$ cat config.mk
export PLATFORM = sky130hd
export DESIGN_NAME = apb_master_bridge_flat
export DESIGN_NICKNAME = d
export VERILOG_FILES = /design/src/rtl/apb_master_bridge_if.sv /design/src/rtl/apb_master_bridge.sv /design/src/flat_wrapper.sv
export SDC_FILE = /design/constraint.sdc
export NUM_CORES = 1
export LEC_CHECK = 0
export CORE_MARGIN = 4
export CORE_UTILIZATION = 35
export DETAILED_ROUTE_END_ITERATION = 7
export PLACE_DENSITY_LB_ADDON = 0.08
export SETUP_SLACK_MARGIN = 0.05
export SYNTH_ARGS = -nofsm -noshare
export SYNTH_HDL_FRONTEND = slang
export SYNTH_SLANG_ARGS = --single-unit
$ cat constraint.sdc
create_clock -name PCLK -period 4.45 [get_ports PCLK]
set_input_delay 0.445 -clock PCLK [delete_from_list [all_inputs] [get_ports PCLK]]
set_output_delay 0.445 -clock PCLK [all_outputs]
set_load 0.005 [all_outputs]
$ cat src/rtl/apb_master_bridge_if.sv
// Bundle of the core-side request/response signals and the APB bus signals
// of apb_master_bridge; "master" is the bridge view, "slave" the far side.
interface apb_master_bridge_if #(
    parameter int NUM_SLV = 4
);
    logic                   i_transfer;
    logic [31:0]            i_addr;
    logic                   i_write;
    logic [31:0]            i_wdata;
    logic                   o_busy;
    logic                   o_ready;
    logic [31:0]            o_rdata;
    logic                   o_err;
    logic [31:0]            PADDR;
    logic                   PWRITE;
    logic [31:0]            PWDATA;
    logic                   PENABLE;
    logic [NUM_SLV-1:0]     PSEL;
    logic [NUM_SLV*32-1:0]  PRDATA_S;
    logic [NUM_SLV-1:0]     PREADY_S;

    modport master (
        input  i_transfer, i_addr, i_write, i_wdata, PRDATA_S, PREADY_S,
        output o_busy, o_ready, o_rdata, o_err,
        output PADDR, PWRITE, PWDATA, PENABLE, PSEL
    );

    modport slave (
        output i_transfer, i_addr, i_write, i_wdata, PRDATA_S, PREADY_S,
        input  o_busy, o_ready, o_rdata, o_err,
        input  PADDR, PWRITE, PWDATA, PENABLE, PSEL
    );
endinterface

$ cat src/rtl/apb_master_bridge.sv
// APB initiator: turns single-cycle core requests into SETUP/ACCESS transfers,
// decodes one PSEL per 4 KiB slave window and aborts slaves that never answer.
module apb_master_bridge #(
    parameter int          NUM_SLV   = 4,
    parameter logic [31:0] BASE_ADDR = 32'h1000_0000,
    parameter int          TIMEOUT   = 16
) (
    input  logic PCLK,
    input  logic PRESET,
    apb_master_bridge_if.master bus
);

    localparam logic [4:0] NUM_SLV_W = 5'(NUM_SLV);
    localparam logic [7:0] CNT_LAST  = 8'(TIMEOUT - 1);

    typedef enum logic [1:0] {IDLE, SETUP, ACCESS, DONE} state_t;

    state_t               state_p0, state_d;
    logic [7:0]           cnt_p0, cnt_d;
    logic [3:0]           idx_p0, idx_n;
    logic                 write_p0;
    logic                 hit, start;
    logic                 rdy_sel;
    logic [31:0]          rdata_sel;
    logic [NUM_SLV-1:0]   psel_n;
    logic                 done_err;
    logic [31:0]          done_rdata;

    assign hit   = (bus.i_addr[31:16] == BASE_ADDR[31:16]) &&
                   ({1'b0, bus.i_addr[15:12]} < NUM_SLV_W);
    assign idx_n = (state_p0 == IDLE) ? bus.i_addr[15:12] : idx_p0;

    // Only the addressed slave's PREADY/PRDATA are observed.
    always_comb begin
        rdy_sel   = 1'b0;
        rdata_sel = '0;
        psel_n    = '0;
        for (int k = 0; k < NUM_SLV; k++) begin
            if (idx_p0 == 4'(k)) begin
                rdy_sel   = bus.PREADY_S[k];
                rdata_sel = bus.PRDATA_S[32*k +: 32];
            end
            if (idx_n == 4'(k)) psel_n[k] = 1'b1;
        end
    end

    always_comb begin
        state_d    = state_p0;
        cnt_d      = cnt_p0;
        start      = 1'b0;
        done_err   = 1'b0;
        done_rdata = '0;
        unique case (state_p0)
            IDLE: begin
                if (bus.i_transfer) begin
                    if (hit) begin
                        state_d = SETUP;
                        start   = 1'b1;
                        cnt_d   = '0;
                    end else begin
                        state_d  = DONE;
                        done_err = 1'b1;
                    end
                end
            end
            SETUP: state_d = ACCESS;
            ACCESS: begin
                // PREADY wins over the timeout on the last allowed cycle.
                if (rdy_sel) begin
                    state_d    = DONE;
                    done_rdata = write_p0 ? '0 : rdata_sel;
                end else if (cnt_p0 >= CNT_LAST) begin
                    state_d  = DONE;
                    done_err = 1'b1;
                end else begin
                    cnt_d = cnt_p0 + 8'd1;
                end
            end
            DONE:    state_d = IDLE;
            default: state_d = IDLE;
        endcase
    end

    always_ff @(posedge PCLK) begin
        if (start) begin
            idx_p0   <= bus.i_addr[15:12];
            write_p0 <= bus.i_write;
        end
    end

    // Registered outputs follow the state being entered.
    always_ff @(posedge PCLK) begin
        if (PRESET) begin
            state_p0    <= IDLE;
            cnt_p0      <= '0;
            bus.PSEL    <= '0;
            bus.PENABLE <= 1'b0;
            bus.PADDR   <= '0;
            bus.PWRITE  <= 1'b0;
            bus.PWDATA  <= '0;
            bus.o_busy  <= 1'b0;
            bus.o_ready <= 1'b0;
            bus.o_rdata <= '0;
            bus.o_err   <= 1'b0;
        end else begin
            state_p0    <= state_d;
            cnt_p0      <= cnt_d;
            bus.PSEL    <= (state_d == SETUP || state_d == ACCESS) ? psel_n : '0;
            bus.PENABLE <= (state_d == ACCESS);
            bus.o_busy  <= (state_d != IDLE);
            bus.o_ready <= (state_d == DONE);
            bus.o_rdata <= done_rdata;
            bus.o_err   <= done_err;
            if (start) begin
                bus.PADDR  <= bus.i_addr;
                bus.PWRITE <= bus.i_write;
                bus.PWDATA <= bus.i_write ? bus.i_wdata : '0;
            end else if (state_d == IDLE) begin
                bus.PWDATA <= '0;
            end
        end
    end

endmodule

$ cat src/flat_wrapper.sv
// flat-port wrapper written by rule: the top's interface ports become plain ports
module apb_master_bridge_flat 
#(
    parameter int          NUM_SLV   = 4,
    parameter logic [31:0] BASE_ADDR = 32'h1000_0000,
    parameter int          TIMEOUT   = 16
)
  (PCLK, PRESET, bus_i_transfer, bus_i_addr, bus_i_write, bus_i_wdata, bus_PRDATA_S, bus_PREADY_S, bus_o_busy, bus_o_ready, bus_o_rdata, bus_o_err, bus_PADDR, bus_PWRITE, bus_PWDATA, bus_PENABLE, bus_PSEL);
  apb_master_bridge_if #(.NUM_SLV(NUM_SLV)) bus_i ();
  input  logic PCLK;
  input  logic PRESET;
  input wire logic [$bits(bus_i.i_transfer)-1:0] bus_i_transfer;
  input wire logic [$bits(bus_i.i_addr)-1:0] bus_i_addr;
  input wire logic [$bits(bus_i.i_write)-1:0] bus_i_write;
  input wire logic [$bits(bus_i.i_wdata)-1:0] bus_i_wdata;
  input wire logic [$bits(bus_i.PRDATA_S)-1:0] bus_PRDATA_S;
  input wire logic [$bits(bus_i.PREADY_S)-1:0] bus_PREADY_S;
  output wire logic [$bits(bus_i.o_busy)-1:0] bus_o_busy;
  output wire logic [$bits(bus_i.o_ready)-1:0] bus_o_ready;
  output wire logic [$bits(bus_i.o_rdata)-1:0] bus_o_rdata;
  output wire logic [$bits(bus_i.o_err)-1:0] bus_o_err;
  output wire logic [$bits(bus_i.PADDR)-1:0] bus_PADDR;
  output wire logic [$bits(bus_i.PWRITE)-1:0] bus_PWRITE;
  output wire logic [$bits(bus_i.PWDATA)-1:0] bus_PWDATA;
  output wire logic [$bits(bus_i.PENABLE)-1:0] bus_PENABLE;
  output wire logic [$bits(bus_i.PSEL)-1:0] bus_PSEL;
  assign bus_i.i_transfer = bus_i_transfer;
  assign bus_i.i_addr = bus_i_addr;
  assign bus_i.i_write = bus_i_write;
  assign bus_i.i_wdata = bus_i_wdata;
  assign bus_i.PRDATA_S = bus_PRDATA_S;
  assign bus_i.PREADY_S = bus_PREADY_S;
  assign bus_o_busy = bus_i.o_busy;
  assign bus_o_ready = bus_i.o_ready;
  assign bus_o_rdata = bus_i.o_rdata;
  assign bus_o_err = bus_i.o_err;
  assign bus_PADDR = bus_i.PADDR;
  assign bus_PWRITE = bus_i.PWRITE;
  assign bus_PWDATA = bus_i.PWDATA;
  assign bus_PENABLE = bus_i.PENABLE;
  assign bus_PSEL = bus_i.PSEL;
  apb_master_bridge #(.NUM_SLV(NUM_SLV), .BASE_ADDR(BASE_ADDR), .TIMEOUT(TIMEOUT)) u_core (.PCLK(PCLK), .PRESET(PRESET), .bus(bus_i));
endmodule
After elaboration in Yosys (flattened, before gate mapping)
Cells that the tools add are included.

Logic and storage cells: 82. Register bits: 120.

Reductions and logical operators: 12. Equality and inequality tests: 17. Add/subtract/negate cells: 1. Order comparisons: 2. Mux-type cells: 34. Bitwise logic cells: 3.

Operators with widths (number): 32-bit 2-to-1 mux (7); 8-bit 2-to-1 mux (4); 16-bit by 13-bit equality test with 1-bit output (second input constant) (1); 4-bit by 2-bit equality test with 1-bit output (second input constant) (4); 8-bit case mux with 2 select lines (1); 1-bit 2-to-1 mux (15); 8-bit by 1-bit adder with 8-bit output (second input constant) (1); 2-bit equality test (second input constant) (4); 4-bit by 1-bit equality test with 1-bit output (second input constant) (2); 8-bit by 4-bit >= comparator with 1-bit output (second input constant) (1); 4-bit zero test (2); 2-bit 2-to-1 mux (4); 2-bit case mux with 4 select lines (1); 2-bit != test (second input constant) (3); 2-bit nonzero test (3); 5-bit AND reduction (1); 2-bit by 1-bit equality test with 1-bit output (second input constant) (2); 2-bit zero test (2); 4-bit by 3-bit < comparator with 1-bit output (second input constant) (1); 4-bit 2-to-1 mux (1); 4-bit OR reduction (1); 1-bit inverter (3); 2-bit by 1-bit != test with 1-bit output (second input constant) (1); 1-bit case mux with 2 select lines (1); 3 further kinds (3).

Depth between registers and ports, before layout
Word-level depth: 11. Mapped depth: 10. Depth with buffers taken out: 8.

Least setup slack after synthesis
Ideal clock, no wire load.

Path kind: register to register. Start point: reg u_core.idx_p0[1]. End point: reg u_core.bus.PSEL[3]. Library setup time: 65 ps. Data arrival time: 2308 ps. Path slack: 2077 ps. Path buffers: 1. Cell stages (with the launch flop): 9. Period minus slack after synthesis: 2373 ps. Data required time: 4385 ps. Cells stage by stage: edfxtp_1 buf_2 or3_1 o22ai_2 nor4_1 a311o_1 ha_1 or3b_2 nor2_1.

Word-level cells in the longest chain between the ends: 11. Elaborated cells on any way between the ends: 18. Those cells by class: eq/ne (6); mux (8); bitwise (1); reduce/logical (3).

Ends and longest elaborated chain: start: declaration (RTL line apb_master_bridge.sv:20) `logic [3:0] idx_p0, idx_n;`; start signal: assignment (RTL line apb_master_bridge.sv:86) `idx_p0 <= bus.i_addr[15:12];`; 4-bit zero test (RTL line apb_master_bridge.sv:39) `if (idx_p0 == 4'(k)) begin`; 1-bit 2-to-1 mux (4 in series) (RTL line apb_master_bridge.sv:39); 2-bit 2-to-1 mux (RTL line apb_master_bridge.sv:69) `if (rdy_sel) begin`; 2-bit case mux with 4 select lines (RTL line apb_master_bridge.sv:53) `unique case (state_p0)`; 2-bit by 1-bit equality test with 1-bit output / 2-bit equality test (equally long branches) (RTL line apb_master_bridge.sv:108) `bus.PSEL <= (state_d == SETUP || state_d == ACCESS) ? psel_n : '0;`; 1-bit logical OR (RTL line apb_master_bridge.sv:108); 1-bit inverter (no line); 2-bit OR reduction (no line); end signal: assignment (RTL line apb_master_bridge.sv:108); end: declaration (RTL line apb_master_bridge_if.sv:25) `output PADDR, PWRITE, PWDATA, PENABLE, PSEL`.

Parallel ways exist; a longest one is shown, timed or not. A chain may end at the register's enable or synchronous reset.

Final worst setup path
Start point: reg u_core.idx_p0[1]. End point: reg u_core.bus.PWDATA[20].

Word-level cells in the longest chain between the ends: 9. Elaborated cells on any way between the ends: 12. Those cells by class: eq/ne (3); mux (6); reduce/logical (3).

Ends and longest elaborated chain: 4-bit zero test (RTL line apb_master_bridge.sv:39); 1-bit 2-to-1 mux (3 in series) (RTL line apb_master_bridge.sv:39); 1-bit 2-to-1 mux * (RTL line apb_master_bridge.sv:39); 2-bit 2-to-1 mux * (RTL line apb_master_bridge.sv:69); 2-bit case mux with 4 select lines * (RTL line apb_master_bridge.sv:53); 2-bit zero test * (RTL line apb_master_bridge.sv:118) `end else if (state_d == IDLE) begin`; 2-bit nonzero test (no line) *; end signal: assignment (RTL line apb_master_bridge.sv:117) `bus.PWDATA <= bus.i_write ? bus.i_wdata : '0;`; end: declaration (RTL line apb_master_bridge_if.sv:25).

Every way passes the cells marked *; elsewhere a longest branch is shown, timed or not.

==> flow_summary_export.csv <==
group,metric,value,unit
routing,final_antenna_net_count,0,
synth,synth-seq-area-share,48.3,%
clock_network,clk_path_buf_depth,2,
synth,synth_edf_count,5,
synth,yosysTopAreaCellShare,45.3,%
clock_network,cts_resized,0,
worst_setup_path,ff2ff_path_depth,8,
synth,ys.flop_type,"dfxtp_1",
sta,post-route-min-period,3.21,ns
place,portBuffers,304,
global_route,grt_max_degree,53,
global_route,grt_first_pass_wirelength,26800,um
synth,avgSynthCellArea,10.6,um^2
sta,hold_viol,0,
floorplan,die_y,128,um
synth,yosysUniqueCellTypes,40,
hold_path,worstHoldPathCells,2,
floorplan,std_cell_rows,43,
place,hpwl,13900,um
synth,ys_seq_elements,120,
sta,maxSlewViolCount,0,
worst_setup_path,critPathLaunchType,"flop",
routing,drcViolationCount,0,
sta,slew_headroom,17.6,%
synth,syn_area,0.00508,mm^2
power,power_density,358,mW/mm^2
layout,drive_gt1_share,10.5,%
clock_network,postCtsHoldBufs,0,
clock_network,cts_buffers,17,
worst_setup_path,end_kind,"flop",
layout,areaGrowthSynthToFinish,72.2,%
routing,post_drt_wl_per_cell,18.8,um
power,p_int,2290,uW
worst_setup_path,crit_path_max_incr_delay,0.54,ns
sta,worst_pin_slew,1.23,ns
worst_setup_path,r2r_slack,1.24,ns
sta,setup_viol_count_final,0,
floorplan,die_w,128,um
synth,syn_nets,687,
floorplan,io_pins,305,
power,peakVddDrop,0.277,mV
routing,wl,18100,um
clock_network,clk_latency,0.41,ns
sta,fin_setup_tns,0,ns
synth,synthTopCellsByArea,"dfxtp_1 (45%), mux4_2 (14%), a21oi_1 (5.0%)",
sta,fin_hold_ws,0.402,ns
worst_setup_path,r2r-start,"u_core.idx_p0[1]$_DFFE_PP_",
place,gp_congestion,0.878,
clock_network,cts_setup_buffers,0,
clock_network,cts_max_level,4,
synth,syn-instance-count,481,
worst_setup_path,crit_chain,"buf_4 -> or3b_1 -> o22ai_2 -> nor4_1 -> a311o_1 -> ha_1 -> nand3b_1 -> a21oi_1",
floorplan,dieArea,0.0165,mm^2
synth,synth.most_common_cell,"dfxtp_1",
hold_path,hold_path_class,"in -> reg",
sta,timing.final.crit_share,72.2,%
worst_setup_path,cp.arrival,3.54,ns
routing,dr.first_iter.drc_count,160,
clock_network,path_clk_slew,0.06,ns
floorplan,core_area,0.0140,mm^2
routing,first_pass_iters,4,
run,max-cap-violations,0,
floorplan,start_util,36.2,%
layout,diodes,0,
worst_setup_path,crit_path_top_delay_cell,"ha_1",
layout,fin_nets,976,
power,p_comb_share,22.4,%
layout,fillerInstances,1127,
clock_network,clock-sinks,120,
worst_setup_path,cp_max_fo,34,
sta,fmax,311,MHz
global_route,gr-total-overflow,0,
clock_network,root_buffer,"clkbuf_16",
clock_network,cts_tree,"yes",
power,p_leak,0.00304,uW
global_route,grt_pass1_vias,5032,
synth,synth_common_cells,"dfxtp_1 (115), a21oi_1 (51), nand2_1 (36), nand3_1 (36), nor2b_1 (34)",
power,power_frac_seq,36.0,%
worst_setup_path,critPathKind,"reg -> reg",
worst_setup_path,cp.required,4.78,ns
worst_setup_path,r2r-end,"u_core.bus.PWDATA[20]$_SDFFE_PP0P_",
sta,rsz0062_at_grt,"no",
hold_path,min_to,"u_core.state_p0[0]$_SDFF_PP0_",
synth,ys_warn_count,0,
routing,via_per_inst,4.93,
synth,yosysTopAreaCell,"dfxtp_1",
power,p_switching,841,uW
global_route,antenna_found_initial,0,
power,clkPwrFrac,41.6,%
global_route,grtUsageTotal,20.9,%
hold_path,worstHoldStart,"PRESET",
synth,synth_async_sr_flop_share,0,%
routing,vias,4750,
run_status,status,"completed",
power,switching_share,26.8,%
sta,finClkSkew,0.00742,ns
[layer usage]
metal  wire length (um)  track usage, %
met1               6710            22.8
met2               9250            36.5
met3               1790            8.88
met4                382            7.37
met5                  0               0
[sequential cells by signal, summed over array words and instances, names as in the netlist]
name                flops
u_core.bus.o_ready      1
u_core.idx_p0           4
u_core.write_p0         1
u_core.bus.PENABLE      1
u_core.bus.PADDR       32
u_core.bus.PWDATA      32
u_core.bus.o_rdata     32
u_core.bus.o_busy       1
u_core.state_p0         2
u_core.bus.PSEL         4
u_core.bus.PWRITE       1
u_core.bus.o_err        1
u_core.cnt_p0           8
[layout make-up]
cell class / count / area, um^2 / share of cell area, %
Inverter: 9 / 33.8 / 0.386
Sequential cell: 120 / 2450 / 28.0
Clock inverter: 15 / 144 / 1.65
Multi-Input combinational cell: 312 / 2380 / 27.2
Clock buffer: 17 / 425 / 4.86
Timing Repair Buffer: 310 / 3080 / 35.3
Tap cell: 180 / 225 / 2.58
[worst max-delay path by stage]
| stage | startpoint | to | slack [ns] |
|---|---|---|---|
| 5_1_grt | u_core.idx_p0[1]$_DFFE_PP_ | u_core.bus.PWDATA[17]$_SDFFE_PP0P_ | 0.96 |
| 4_1_cts | u_core.idx_p0[1]$_DFFE_PP_ | u_core.bus.PWDATA[8]$_SDFFE_PP0P_ | 1.24 |
| 3_5_place_dp | bus_i_addr[22] | u_core.bus.PWDATA[31]$_SDFFE_PP0P_ | 1.03 |
| 3_3_place_gp | bus_i_addr[22] | u_core.bus.PWDATA[14]$_SDFFE_PP0P_ | 1.13 |
| 2_1_floorplan | u_core.idx_p0[1]$_DFFE_PP_ | u_core.bus.PSEL[3]$_SDFF_PP0_ | 2.08 |
| 6_report | u_core.idx_p0[1]$_DFFE_PP_ | u_core.bus.PWDATA[20]$_SDFFE_PP0P_ | 1.24 |
[critical path, delay by kind of cell, from the launching register on]
kind                     cells  cell delay, ns
AND/OR/NAND/NOR              3            0.83
flip-flops                   1            0.40
adder cells (fa/ha/maj)      1            0.54
buffers and inverters        1            0.43
AO/OA/AOI/OAI                3            0.92
[power groups by stage]
stage | Clock (uW) | Combinational, uW | Sequential (uW)
detailed placement | 0 | 701 | 1150
global route | 1380 | 756 | 1130
finish | 1300 | 701 | 1130
floorplan | 0 | 378 | 1150
global placement | 0 | 682 | 1150
CTS | 1330 | 704 | 1130
[cell families (layout without fill, tap and decap cells)]
| kind of cell | Yosys count | in the layout | share of synthesized area [%] |
|---|---|---|---|
| simple gates | 203 | 203 | 23.1 |
| flops | 120 | 120 | 48.3 |
| compound gates | 69 | 69 | 7.61 |
| buf+inv | 49 | 351 | 4.98 |
| mux | 34 | 34 | 14.6 |
| fa+ha+maj | 6 | 6 | 1.48 |
[layout by cell type, fill, tap and decap left out, types with 2 or more instances in the layout]
cell type	n
inv_1	9
edfxtp_1	5
nand4_1	3
o21ai_0	3
clkbuf_16	17
nand4b_1	2
clkdlybuf4s50_1	303
nand3_2	3
nand2_1	36
nand3b_1	33
clkinvlp_4	4
mux4_2	32
a31oi_1	7
nor2_1	17
dfxtp_1	115
ha_1	6
and2_1	20
nand3_1	36
nor4_2	2
a21oi_1	51
nor3_1	4
nor3b_1	3
clkinv_4	4
buf_4	6
nor4_1	3
inv_6	5
o211ai_1	2
mux2i_1	2
nor2b_1	34
[stage by stage]
| stage | std cells | util [%] | power, uW | area (um^2) | setup slack (ns) |
|---|---|---|---|---|---|
| final | 963 | 62.3 | 3130 | 8750 | 1.24 |
| after global routing | 963 | 62.3 | 3270 | 8750 | 0.957 |
| after CTS | 963 | 62.3 | 3170 | 8750 | 1.24 |
| after detailed placement | 931 | 58.2 | 1850 | 8180 | 1.03 |
| after global placement | 931 | 58.2 | 1830 | 8180 | 1.13 |
| after floorplan | 481 | - | 1530 | 5080 | 2.08 |
Power figures use the tool's default switching activity.
